===== config.mk =====
export PLATFORM = sky130hd
export DESIGN_NAME = sha2_k_sequencer_flat
export DESIGN_NICKNAME = d
export VERILOG_FILES = /design/src/rtl/sha2_k_sequencer_if.sv /design/src/rtl/sha2_k_sequencer.sv /design/src/flat_wrapper.sv
export SDC_FILE = /design/constraint.sdc
export NUM_CORES = 1
export LEC_CHECK = 0
export ABC_AREA = 1
export CAP_MARGIN = 25
export CORE_MARGIN = 1.5
export CORE_UTILIZATION = 40
export DETAILED_ROUTE_END_ITERATION = 10
export PLACE_DENSITY = 0.73
export SETUP_SLACK_MARGIN = 0.2
export SYNTH_ARGS = -nofsm -noshare
export SYNTH_HDL_FRONTEND = slang
export SYNTH_SLANG_ARGS = --single-unit

===== constraint.sdc =====
create_clock -name clk -period 4.7 [get_ports clk]
set_clock_uncertainty 0.1 [all_clocks]
set_input_delay 0.94 -clock clk [delete_from_list [all_inputs] [get_ports clk]]
set_output_delay 0.94 -clock clk [all_outputs]
set_load 0.02 [all_outputs]

===== src/rtl/sha2_k_sequencer_if.sv =====
// sha2_k_sequencer_if: control/constant bundle between the core control FSM
// (master) and the self-sequencing SHA-2 round-constant source (slave).
//   start/mode/hold/abort : master -> slave control
//   k_valid/k_out/round_out/k_last/busy/done : slave -> master status/data
interface sha2_k_sequencer_if #(
  parameter int unsigned K_W = 64
);
  logic           start;
  logic           mode;
  logic           hold;
  logic           abort;
  logic           k_valid;
  logic [K_W-1:0] k_out;
  logic [6:0]     round_out;
  logic           k_last;
  logic           busy;
  logic           done;

  modport master (
    output start, mode, hold, abort,
    input  k_valid, k_out, round_out, k_last, busy, done
  );

  modport slave (
    input  start, mode, hold, abort,
    output k_valid, k_out, round_out, k_last, busy, done
  );
endinterface


===== src/rtl/sha2_k_sequencer.sv =====
// sha2_k_sequencer: self-sequencing SHA-2 round-constant source.
// After an accepted start it walks the round index on its own and presents one
// registered constant per non-held cycle, flagging the final constant with
// k_last and pulsing done once that constant has been consumed.
// Ports:
//   clk   : rising-edge clock
//   reset : asynchronous active-low reset
//   bus   : sha2_k_sequencer_if.slave (start, mode, hold, abort in;
//           k_valid, k_out, round_out, k_last, busy, done out, all registered)
// Build option: define SHA2_K512_EN to compile the 80x64 SHA-512 table and
// honour mode=1 when K_W=64; otherwise only the 64x32 SHA-256 table exists and
// every sequence is 64 rounds.
module sha2_k_sequencer #(
  parameter int unsigned K_W = 64
) (
  input logic               clk,
  input logic               reset,
  sha2_k_sequencer_if.slave bus
);

  localparam int unsigned      RND_W    = 7;
  localparam logic [RND_W-1:0] LAST_256 = 7'd63;
  localparam logic [RND_W-1:0] LAST_512 = 7'd79;

`ifdef SHA2_K512_EN
  localparam bit K512_OK = (K_W == 64);
  // SHA-512 K; the SHA-256 constants are the upper 32 bits of entries 0..63.
  localparam logic [63:0] K512_TAB [80] = '{
    64'h428a2f98d728ae22, 64'h7137449123ef65cd, 64'hb5c0fbcfec4d3b2f, 64'he9b5dba58189dbbc,
    64'h3956c25bf348b538, 64'h59f111f1b605d019, 64'h923f82a4af194f9b, 64'hab1c5ed5da6d8118,
    64'hd807aa98a3030242, 64'h12835b0145706fbe, 64'h243185be4ee4b28c, 64'h550c7dc3d5ffb4e2,
    64'h72be5d74f27b896f, 64'h80deb1fe3b1696b1, 64'h9bdc06a725c71235, 64'hc19bf174cf692694,
    64'he49b69c19ef14ad2, 64'hefbe4786384f25e3, 64'h0fc19dc68b8cd5b5, 64'h240ca1cc77ac9c65,
    64'h2de92c6f592b0275, 64'h4a7484aa6ea6e483, 64'h5cb0a9dcbd41fbd4, 64'h76f988da831153b5,
    64'h983e5152ee66dfab, 64'ha831c66d2db43210, 64'hb00327c898fb213f, 64'hbf597fc7beef0ee4,
    64'hc6e00bf33da88fc2, 64'hd5a79147930aa725, 64'h06ca6351e003826f, 64'h142929670a0e6e70,
    64'h27b70a8546d22ffc, 64'h2e1b21385c26c926, 64'h4d2c6dfc5ac42aed, 64'h53380d139d95b3df,
    64'h650a73548baf63de, 64'h766a0abb3c77b2a8, 64'h81c2c92e47edaee6, 64'h92722c851482353b,
    64'ha2bfe8a14cf10364, 64'ha81a664bbc423001, 64'hc24b8b70d0f89791, 64'hc76c51a30654be30,
    64'hd192e819d6ef5218, 64'hd69906245565a910, 64'hf40e35855771202a, 64'h106aa07032bbd1b8,
    64'h19a4c116b8d2d0c8, 64'h1e376c085141ab53, 64'h2748774cdf8eeb99, 64'h34b0bcb5e19b48a8,
    64'h391c0cb3c5c95a63, 64'h4ed8aa4ae3418acb, 64'h5b9cca4f7763e373, 64'h682e6ff3d6b2b8a3,
    64'h748f82ee5defb2fc, 64'h78a5636f43172f60, 64'h84c87814a1f0ab72, 64'h8cc702081a6439ec,
    64'h90befffa23631e28, 64'ha4506cebde82bde9, 64'hbef9a3f7b2c67915, 64'hc67178f2e372532b,
    64'hca273eceea26619c, 64'hd186b8c721c0c207, 64'heada7dd6cde0eb1e, 64'hf57d4f7fee6ed178,
    64'h06f067aa72176fba, 64'h0a637dc5a2c898a6, 64'h113f9804bef90dae, 64'h1b710b35131c471b,
    64'h28db77f523047d84, 64'h32caab7b40c72493, 64'h3c9ebe0a15c9bebc, 64'h431d67c49c100d4c,
    64'h4cc5d4becb3e42b6, 64'h597f299cfc657e2a, 64'h5fcb6fab3ad6faec, 64'h6c44198c4a475817
  };
`else
  localparam bit K512_OK = 1'b0;
  localparam logic [31:0] K256_TAB [64] = '{
    32'h428a2f98, 32'h71374491, 32'hb5c0fbcf, 32'he9b5dba5, 32'h3956c25b, 32'h59f111f1, 32'h923f82a4, 32'hab1c5ed5,
    32'hd807aa98, 32'h12835b01, 32'h243185be, 32'h550c7dc3, 32'h72be5d74, 32'h80deb1fe, 32'h9bdc06a7, 32'hc19bf174,
    32'he49b69c1, 32'hefbe4786, 32'h0fc19dc6, 32'h240ca1cc, 32'h2de92c6f, 32'h4a7484aa, 32'h5cb0a9dc, 32'h76f988da,
    32'h983e5152, 32'ha831c66d, 32'hb00327c8, 32'hbf597fc7, 32'hc6e00bf3, 32'hd5a79147, 32'h06ca6351, 32'h14292967,
    32'h27b70a85, 32'h2e1b2138, 32'h4d2c6dfc, 32'h53380d13, 32'h650a7354, 32'h766a0abb, 32'h81c2c92e, 32'h92722c85,
    32'ha2bfe8a1, 32'ha81a664b, 32'hc24b8b70, 32'hc76c51a3, 32'hd192e819, 32'hd6990624, 32'hf40e3585, 32'h106aa070,
    32'h19a4c116, 32'h1e376c08, 32'h2748774c, 32'h34b0bcb5, 32'h391c0cb3, 32'h4ed8aa4a, 32'h5b9cca4f, 32'h682e6ff3,
    32'h748f82ee, 32'h78a5636f, 32'h84c87814, 32'h8cc70208, 32'h90befffa, 32'ha4506ceb, 32'hbef9a3f7, 32'hc67178f2
  };
`endif

  typedef enum logic [1:0] {
    S_IDLE = 2'd0,
    S_RUN  = 2'd1,
    S_DONE = 2'd2
  } state_e;

  state_e           state_q, state_d;
  logic             mode512_q, mode512_d;
  logic             k_valid_q, k_valid_d;
  logic [K_W-1:0]   k_out_q, k_out_d;
  logic [RND_W-1:0] round_q, round_d;
  logic             k_last_q, k_last_d;
  logic             busy_q, busy_d;
  logic             done_q, done_d;

  logic [RND_W-1:0] last_idx_c;
  logic [RND_W-1:0] idx_c;
  logic             mode_sel_c;
  logic [K_W-1:0]   k_lookup_c;

  // Index and mode of the constant that would be loaded on the next edge.
  // The index saturates at the final round so the table is never over-read.
  always_comb begin
    last_idx_c = mode512_q ? LAST_512 : LAST_256;
    if (state_q == S_IDLE) begin
      mode_sel_c = bus.mode & K512_OK;
      idx_c      = '0;
    end else begin
      mode_sel_c = mode512_q;
      idx_c      = (round_q == last_idx_c) ? round_q : round_q + 7'd1;
    end
  end

  // Table read and output formatting.
`ifdef SHA2_K512_EN
  logic [63:0] k_ent_c;
  always_comb begin
    k_ent_c    = K512_TAB[idx_c];
    k_lookup_c = mode_sel_c ? K_W'(k_ent_c) : K_W'(k_ent_c[63:32]);
  end
`else
  logic unused_c;
  always_comb begin
    k_lookup_c = K_W'(K256_TAB[idx_c[5:0]]);
  end
  assign unused_c = ^{idx_c[6], mode_sel_c};
`endif

  // Next-state and registered-output logic; abort outranks hold in RUN.
  always_comb begin
    state_d   = state_q;
    mode512_d = mode512_q;
    k_valid_d = k_valid_q;
    k_out_d   = k_out_q;
    round_d   = round_q;
    k_last_d  = k_last_q;
    busy_d    = busy_q;
    done_d    = 1'b0;
    unique case (state_q)
      S_IDLE: begin
        if (bus.start) begin
          state_d   = S_RUN;
          mode512_d = mode_sel_c;
          k_valid_d = 1'b1;
          k_out_d   = k_lookup_c;
          round_d   = '0;
          k_last_d  = 1'b0;
          busy_d    = 1'b1;
        end
      end
      S_RUN: begin
        if (bus.abort) begin
          state_d   = S_IDLE;
          k_valid_d = 1'b0;
          k_out_d   = '0;
          round_d   = '0;
          k_last_d  = 1'b0;
          busy_d    = 1'b0;
        end else if (!bus.hold) begin
          if (round_q == last_idx_c) begin
            state_d   = S_DONE;
            k_valid_d = 1'b0;
            k_out_d   = '0;
            round_d   = '0;
            k_last_d  = 1'b0;
            done_d    = 1'b1;
          end else begin
            round_d  = idx_c;
            k_out_d  = k_lookup_c;
            k_last_d = (idx_c == last_idx_c);
          end
        end
      end
      S_DONE: begin
        state_d = S_IDLE;
        busy_d  = 1'b0;
      end
      default: begin
        state_d   = S_IDLE;
        k_valid_d = 1'b0;
        k_last_d  = 1'b0;
        busy_d    = 1'b0;
      end
    endcase
  end

  // State and output registers.
  always_ff @(posedge clk or negedge reset) begin
    if (!reset) begin
      state_q   <= S_IDLE;
      mode512_q <= 1'b0;
      k_valid_q <= 1'b0;
      k_out_q   <= '0;
      round_q   <= '0;
      k_last_q  <= 1'b0;
      busy_q    <= 1'b0;
      done_q    <= 1'b0;
    end else begin
      state_q   <= state_d;
      mode512_q <= mode512_d;
      k_valid_q <= k_valid_d;
      k_out_q   <= k_out_d;
      round_q   <= round_d;
      k_last_q  <= k_last_d;
      busy_q    <= busy_d;
      done_q    <= done_d;
    end
  end

  assign bus.k_valid   = k_valid_q;
  assign bus.k_out     = k_out_q;
  assign bus.round_out = round_q;
  assign bus.k_last    = k_last_q;
  assign bus.busy      = busy_q;
  assign bus.done      = done_q;

endmodule


===== src/flat_wrapper.sv =====
// flat-port wrapper written by rule: the top's interface ports become plain ports
module sha2_k_sequencer_flat 
#(
  parameter int unsigned K_W = 64
)
  (clk, reset, bus_start, bus_mode, bus_hold, bus_abort, bus_k_valid, bus_k_out, bus_round_out, bus_k_last, bus_busy, bus_done);
  sha2_k_sequencer_if #(.K_W(K_W)) bus_i ();
  input logic clk;
  input logic reset;
  input wire logic [$bits(bus_i.start)-1:0] bus_start;
  input wire logic [$bits(bus_i.mode)-1:0] bus_mode;
  input wire logic [$bits(bus_i.hold)-1:0] bus_hold;
  input wire logic [$bits(bus_i.abort)-1:0] bus_abort;
  output wire logic [$bits(bus_i.k_valid)-1:0] bus_k_valid;
  output wire logic [$bits(bus_i.k_out)-1:0] bus_k_out;
  output wire logic [$bits(bus_i.round_out)-1:0] bus_round_out;
  output wire logic [$bits(bus_i.k_last)-1:0] bus_k_last;
  output wire logic [$bits(bus_i.busy)-1:0] bus_busy;
  output wire logic [$bits(bus_i.done)-1:0] bus_done;
  assign bus_i.start = bus_start;
  assign bus_i.mode = bus_mode;
  assign bus_i.hold = bus_hold;
  assign bus_i.abort = bus_abort;
  assign bus_k_valid = bus_i.k_valid;
  assign bus_k_out = bus_i.k_out;
  assign bus_round_out = bus_i.round_out;
  assign bus_k_last = bus_i.k_last;
  assign bus_busy = bus_i.busy;
  assign bus_done = bus_i.done;
  sha2_k_sequencer #(.K_W(K_W)) u_core (.clk(clk), .reset(reset), .bus(bus_i));
endmodule

Yosys cells after proc, flatten, opt, wreduce, memory -nomap -nowiden
Memories as Yosys holds them, arrays and structs flattened.
Index checks and enable logic that the tools add are counted.
Storage, ports and cells
  register bits after elaboration: 77
  latch bits: 0
  memory bits (writable): 0
  bits in read-only memories: 2048
  output and inout bits: 75
  logic and storage cells: 62
  memories kept: 1
Memory list
  (name not given): words 64, bits a word 32, read ports 1, clocked after memory_dff 0, write ports 0, RTL line sha2_k_sequencer.sv:107  | k_lookup_c = K_W'(K256_TAB[idx_c[5:0]]);
Operators by class
  add/sub/neg operators: 1
  multipliers: 0
  divide/modulo/power cells: 0
  $lt $le $gt $ge: 1
  equal/unequal tests: 8
  shift operators: 0
  mux-type cells: 35
  bitwise logic cells: 2
  reduce and logical (&&, ||, !) cells: 7
Operator list (count)
  64-bit two-way mux: 3
  64-bit case mux with 2 select lines: 1
  32-bit two-way mux: 3
  7-bit two-way mux: 6
  7-bit by 6-bit equality test with 1-bit output (second input constant): 2
  7-bit case mux with 2 select lines: 1
  1-bit two-way mux: 13
  3-bit AND reduction: 3
  2-bit two-way mux: 4
  7-bit by 1-bit adder with 7-bit output (second input constant): 1
  7-bit >= comparator (second input constant): 1
  6-bit NOT with 7-bit output: 1
  1-bit case mux with 3 select lines: 2
  2-bit != test (second input constant): 2
  2-bit case mux with 2 select lines: 1
  4-bit AND reduction: 1
  3-bit by 2-bit != test with 1-bit output (second input constant): 1
  3-bit != test (second input constant): 1
  2-bit by 1-bit equality test with 1-bit output (second input constant): 1
  2-bit equality test (second input constant): 1
  2-bit logical NOT: 1
  1-bit case mux with 2 select lines: 1
  2-bit AND reduction: 1
  2-bit nonzero test: 1
  1-bit NOT: 1

Longest topological paths before layout
  word-level depth: 11
  depth in mapped cells: 20
  depth with buffers taken out: 19

Least setup slack after synthesis
No wires, ideal clock.
  path type: reg-to-reg
  from: register u_core.round_q[0] (netlist: u_core.bus.round_out[0])
  to: register u_core.k_out_q[1] (netlist: u_core.bus.k_out[1])
  data arrival time: 2.904 ns
  data required time: 4.483 ns
  setup slack: 1.579 ns
  stages on the path, launching flop included: 20
  path buffers: 1
  cells stage by stage: dfrtp_1 > ha_1 > nand2_2 > nor2_4 > nand2_4 > nand2_2 > nand3_1 > ha_1 > clkbuf_1 > inv_1 > nand3_2 > inv_1 > nor2_1 > nand2_1 > nand2_1 > nand2_1 > nand2_1 > nand2_1 > nand2_1 > nand2_1
Between the ends
  cells in the longest elaborated chain, start to end: 11
  elaborated cells on any way between the ends: 13
RTL lines
  from (decl): RTL line sha2_k_sequencer.sv:74  | logic [RND_W-1:0] round_q, round_d;
  from (signal assigned): RTL line sha2_k_sequencer.sv:186  | round_q <= round_d;
  7-bit by 1-bit adder with 7-bit output or 7-bit by 6-bit equality test with 1-bit output (tied branches): RTL line sha2_k_sequencer.sv:93, sha2_k_sequencer.sv:143
  7-bit two-way mux: RTL line sha2_k_sequencer.sv:93  | idx_c = (round_q == last_idx_c) ? round_q : round_q + 7'd1;
  7-bit two-way mux: RTL line sha2_k_sequencer.sv:88  | if (state_q == S_IDLE) begin
  6-bit NOT with 7-bit output (not written as such): RTL line sha2_k_sequencer.sv:107
  memory 64 x 32 bit
  32-bit two-way mux (not written as such) (2 in a row): RTL line sha2_k_sequencer.sv:107
  32-bit two-way mux: RTL line sha2_k_sequencer.sv:143  | if (round_q == last_idx_c) begin
  64-bit two-way mux: RTL line sha2_k_sequencer.sv:142  | end else if (!bus.hold) begin
  64-bit two-way mux: RTL line sha2_k_sequencer.sv:135  | if (bus.abort) begin
  64-bit case mux with 2 select lines (*): RTL line sha2_k_sequencer.sv:122  | unique case (state_q)
  to (signal assigned): RTL line sha2_k_sequencer.sv:185  | k_out_q <= k_out_d;
  to (decl): RTL line sha2_k_sequencer.sv:73  | logic [K_W-1:0] k_out_q, k_out_d;
Mark *: on every way between the ends. The rest lies on a longest branch, timed or not. The select of a mux whose other input is x is not followed.
A chain may end at the register's enable or synchronous reset.

Worst setup path after layout
Same ends and word-level chain as after synthesis.

==> impl_results.md <==
* Clock sink count at 45
* Largest net degree at the start of global routing at 81
* Sequential area share after synthesis at 21.4%
* Kind of critical path: reg -> reg
* Slew Limit Fails at 0
* Min-Delay Path Class: reg -> reg
* Final setup fails at 0
* Initial Utilization at 41.3%
* CTS tree: done
* Distinct cells, synth at 35
* Ant diodes at 0
* Netlist Area Pre-Place at 5250 um2
* Tot GR Track Use at 26.8%
* Reg clk slew, reported paths at 0.06 ns
* Post_cts resized at 0
* Most frequent cells in the layout: nand2_1 (318), nand3_1 (219), inv_1 (50)
* Fillers at 1452
* First-pass DRT Iterations at 6
* Final Util at 45.3%
* Most common cell after layout, fill and taps aside: nand2_1
* Compound-Gate Fraction of Synth Area at between 5 and 6%
* Fin crit share at 76.6%
* Drt drc at 0
* Hpwl dp at 12.6 mm
* Setup Fix Bufs, Post-CTS at 0
* Post-CTS Hold Fix Bufs at 0
* Placer congestion estimate at 1.06
* Die X at around 120 um
* Via density at 5.72
* First-pass GRT wire length at 29.6 mm
* Final min period at 3.60 ns
* DR iter-0 viols at roughly 1100
* Avg Inst Size Synth at between 5 and 6 um2
* Post-synthesis simple-gate area fraction at 54.4%
* Outcome: complete, no violations
* DRT Wirelength at about 19 mm
* Worst EP required at 4.78 ns
* Antenna violations before repair at 0
* Post-Syn Instances at 880
* F_max at between 0.2 and 0.3 GHz
* Hold WS at roughly 0.38 ns
* Die Ht at between 100 and 150 um
* Post-Synth XOR/XNOR Area at 0%
* RSZ-0062 raised after global routing: no
* Largest family of logic cells by synthesized area: simple AND/OR/NAND/NOR gates
* Synth Register Bits at 45
* Largest fanout on the critical path at 10
* Die Footprint at 13800 um2
* Max Cap Violations at 0
* Total number of vias at approximately 6100
* Area share of fa/ha/maj cells after synthesis at 4.29%
* Post-route setup TNS at 0 ns
* Synth top area cells: nand2_1 (23%), dfrtp_1 (21%), nand3_1 (21%), buf_4 (5.4%), ha_1 (4.3%)
* Setup ws final at 1.10 ns
* Drt wl/cell at 17.6 um
* Share of post-route cells with drive strength above 1 at about 7.5%
* CTS buffer count at 5
* Ports at 81
* Final Hold Vio Count at 0
* Crit path top cell by count: nand2_1
* Final nets at 916
* Slowest CP cell: ha_1
* Share of the synthesized area in the top cell type at 22.8%
* CP arrival at between 3 and 4 ns
* Max stage delay on crit path at 0.58 ns
* CORE AREA at 12700 um2
* I/O Buffers at 47
* Setup slack after placement at 1.21 ns
* Root buffer cell: clkbuf_16
* Row Count at 41
* Maximum VDD drop at 204 uV
* CP Launch Type: flop
* Routed Antenna Nets at 0
* Gr ovfl total at 0
* Worst skew pair latency at 0.29 ns
* Critical path, cell by cell: ha_1 -> nand2_2 -> nor2_4 -> nand3_1 -> nand2_1 -> nor2_2 -> buf_4 -> ha_1 -> inv_1 -> nand3_2 -> inv_1 -> nor2_1 -> nand2_1 -> nand2_1 -> nand2_1 -> nand2_1 -> nand2_1 -> nand2_1 -> nand2_1
* PwrDens at 539 nW/um2
* Multiplexer area fraction after synthesis at 0%
* Worst setup EP type: flop
* Vias in the first global route at 5440
* Synth-to-layout area growth at 9.70%
* Yosys warnings at 0
* H-tree Lvls at 2
* Rel. slew slack at around 37%
* Synth area leader: nand2_1
* P_leak at 3.00 nW
* Clock buffer depth at 2
* Worst-Margin Slew at 0.944 ns
[synth_stat cells]
| library cell | n |
|---|---|
| nor2_2 | 4 |
| nand2_1 | 319 |
| nand2_2 | 18 |
| conb_1 | 1 |
| o21ai_0 | 12 |
| nand3_1 | 219 |
| nor2_4 | 1 |
| buf_1 | 1 |
| nand3b_1 | 1 |
| nand4_1 | 5 |
| inv_2 | 4 |
| clkinv_1 | 1 |
| buf_2 | 26 |
| o21ai_1 | 6 |
| nor4_1 | 1 |
| nor3_1 | 2 |
| dfrtp_1 | 45 |
| o22ai_1 | 6 |
| or2_0 | 1 |
| o211ai_2 | 1 |
| inv_1 | 50 |
| nand4_2 | 1 |
| o211ai_1 | 4 |
| nand2_4 | 7 |
| a31oi_1 | 1 |
| buf_4 | 38 |
| ha_1 | 18 |
| nor2_1 | 34 |
| nand3_2 | 10 |
| clkbuf_1 | 12 |
| a21oi_1 | 22 |
| buf_8 | 1 |
| buf_6 | 5 |
| nand3_4 | 2 |
| a21boi_2 | 1 |
[area by class of cell]
cell class	instances	area [um2]	area share [%]
timing repair buffer	57	561	9.73
inverter	55	206	3.58
multi-input combinational	728	3510	60.9
sequential	45	1130	19.5
clock buffer	7	143	2.48
tap	172	215	3.74
[through the flow]
step | power [W] | std cells | cell area, um2
finish | 0.00310 | 1064 | 5760
floorplan | 0.00206 | 911 | 5370
CTS | 0.00306 | 1063 | 5730
global placement | 0.00268 | 1056 | 5590
detailed placement | 0.00270 | 1056 | 5590
global route | 0.00336 | 1064 | 5760
[path summary, 6_finish.rpt]
path	depth (start not counted)	from	slack, ns	endpoint
max in group asynchronous	2	reset	3.49	u_core.bus.k_out[12]$_DFFE_PN0P_
max	19	u_core.bus.round_out[0]$_DFFE_PN0P_	1.10	u_core.bus.k_out[1]$_DFFE_PN0P_
min in group asynchronous	1	reset	0.51	u_core.bus.round_out[2]$_DFFE_PN0P_
min	2	u_core.bus.k_out[20]$_DFFE_PN0P_	0.38	u_core.bus.k_out[20]$_DFFE_PN0P_
min reg2reg	2	u_core.bus.k_out[20]$_DFFE_PN0P_	0.38	u_core.bus.k_out[20]$_DFFE_PN0P_
max reg2reg	19	u_core.bus.round_out[0]$_DFFE_PN0P_	1.10	u_core.bus.k_out[1]$_DFFE_PN0P_
[logic make-up after synthesis]
group	after synthesis
compound gates	53
fa+ha+maj	18
simple gates	625
other cells	1
buf+inv	138
flops	45
[power by group]
part	switching (W)	internal (W)
clock network	0.000143	0.000209
registers	0.0000659	0.000513
logic	0.00146	0.000712
total	0.00167	0.00143
[worst max-delay path, delay by kind of cell, from the launching register on]
family                   cells  cell delay, ns
flip-flops                   1            0.44
buffers and inverters        3            0.44
AND/OR/NAND/NOR             14            1.65
adder cells (fa/ha/maj)      2            0.82
[state kept, by name, summed over array words and instances (netlist names)]
| name | cells |
|---|---|
| u_core.state_q | 2 |
| u_core.bus.round_out | 7 |
| u_core.bus.busy | 1 |
| u_core.bus.k_valid | 1 |
| u_core.bus.k_last | 1 |
| u_core.bus.done | 1 |
| u_core.bus.k_out | 32 |
[per-layer routing]
layer | share of wire (%) | vias to the layer above | global-route usage, %
met1 | 40 | 2693 | 37.6
met2 | 42 | 462 | 38.6
li1 | - | 2834 | -
met3 | 12 | 100 | 4.31
met4 | 6.0 | 0 | 16.2
met5 | 0 | - | 0
(Power assumes the default switching activity.)
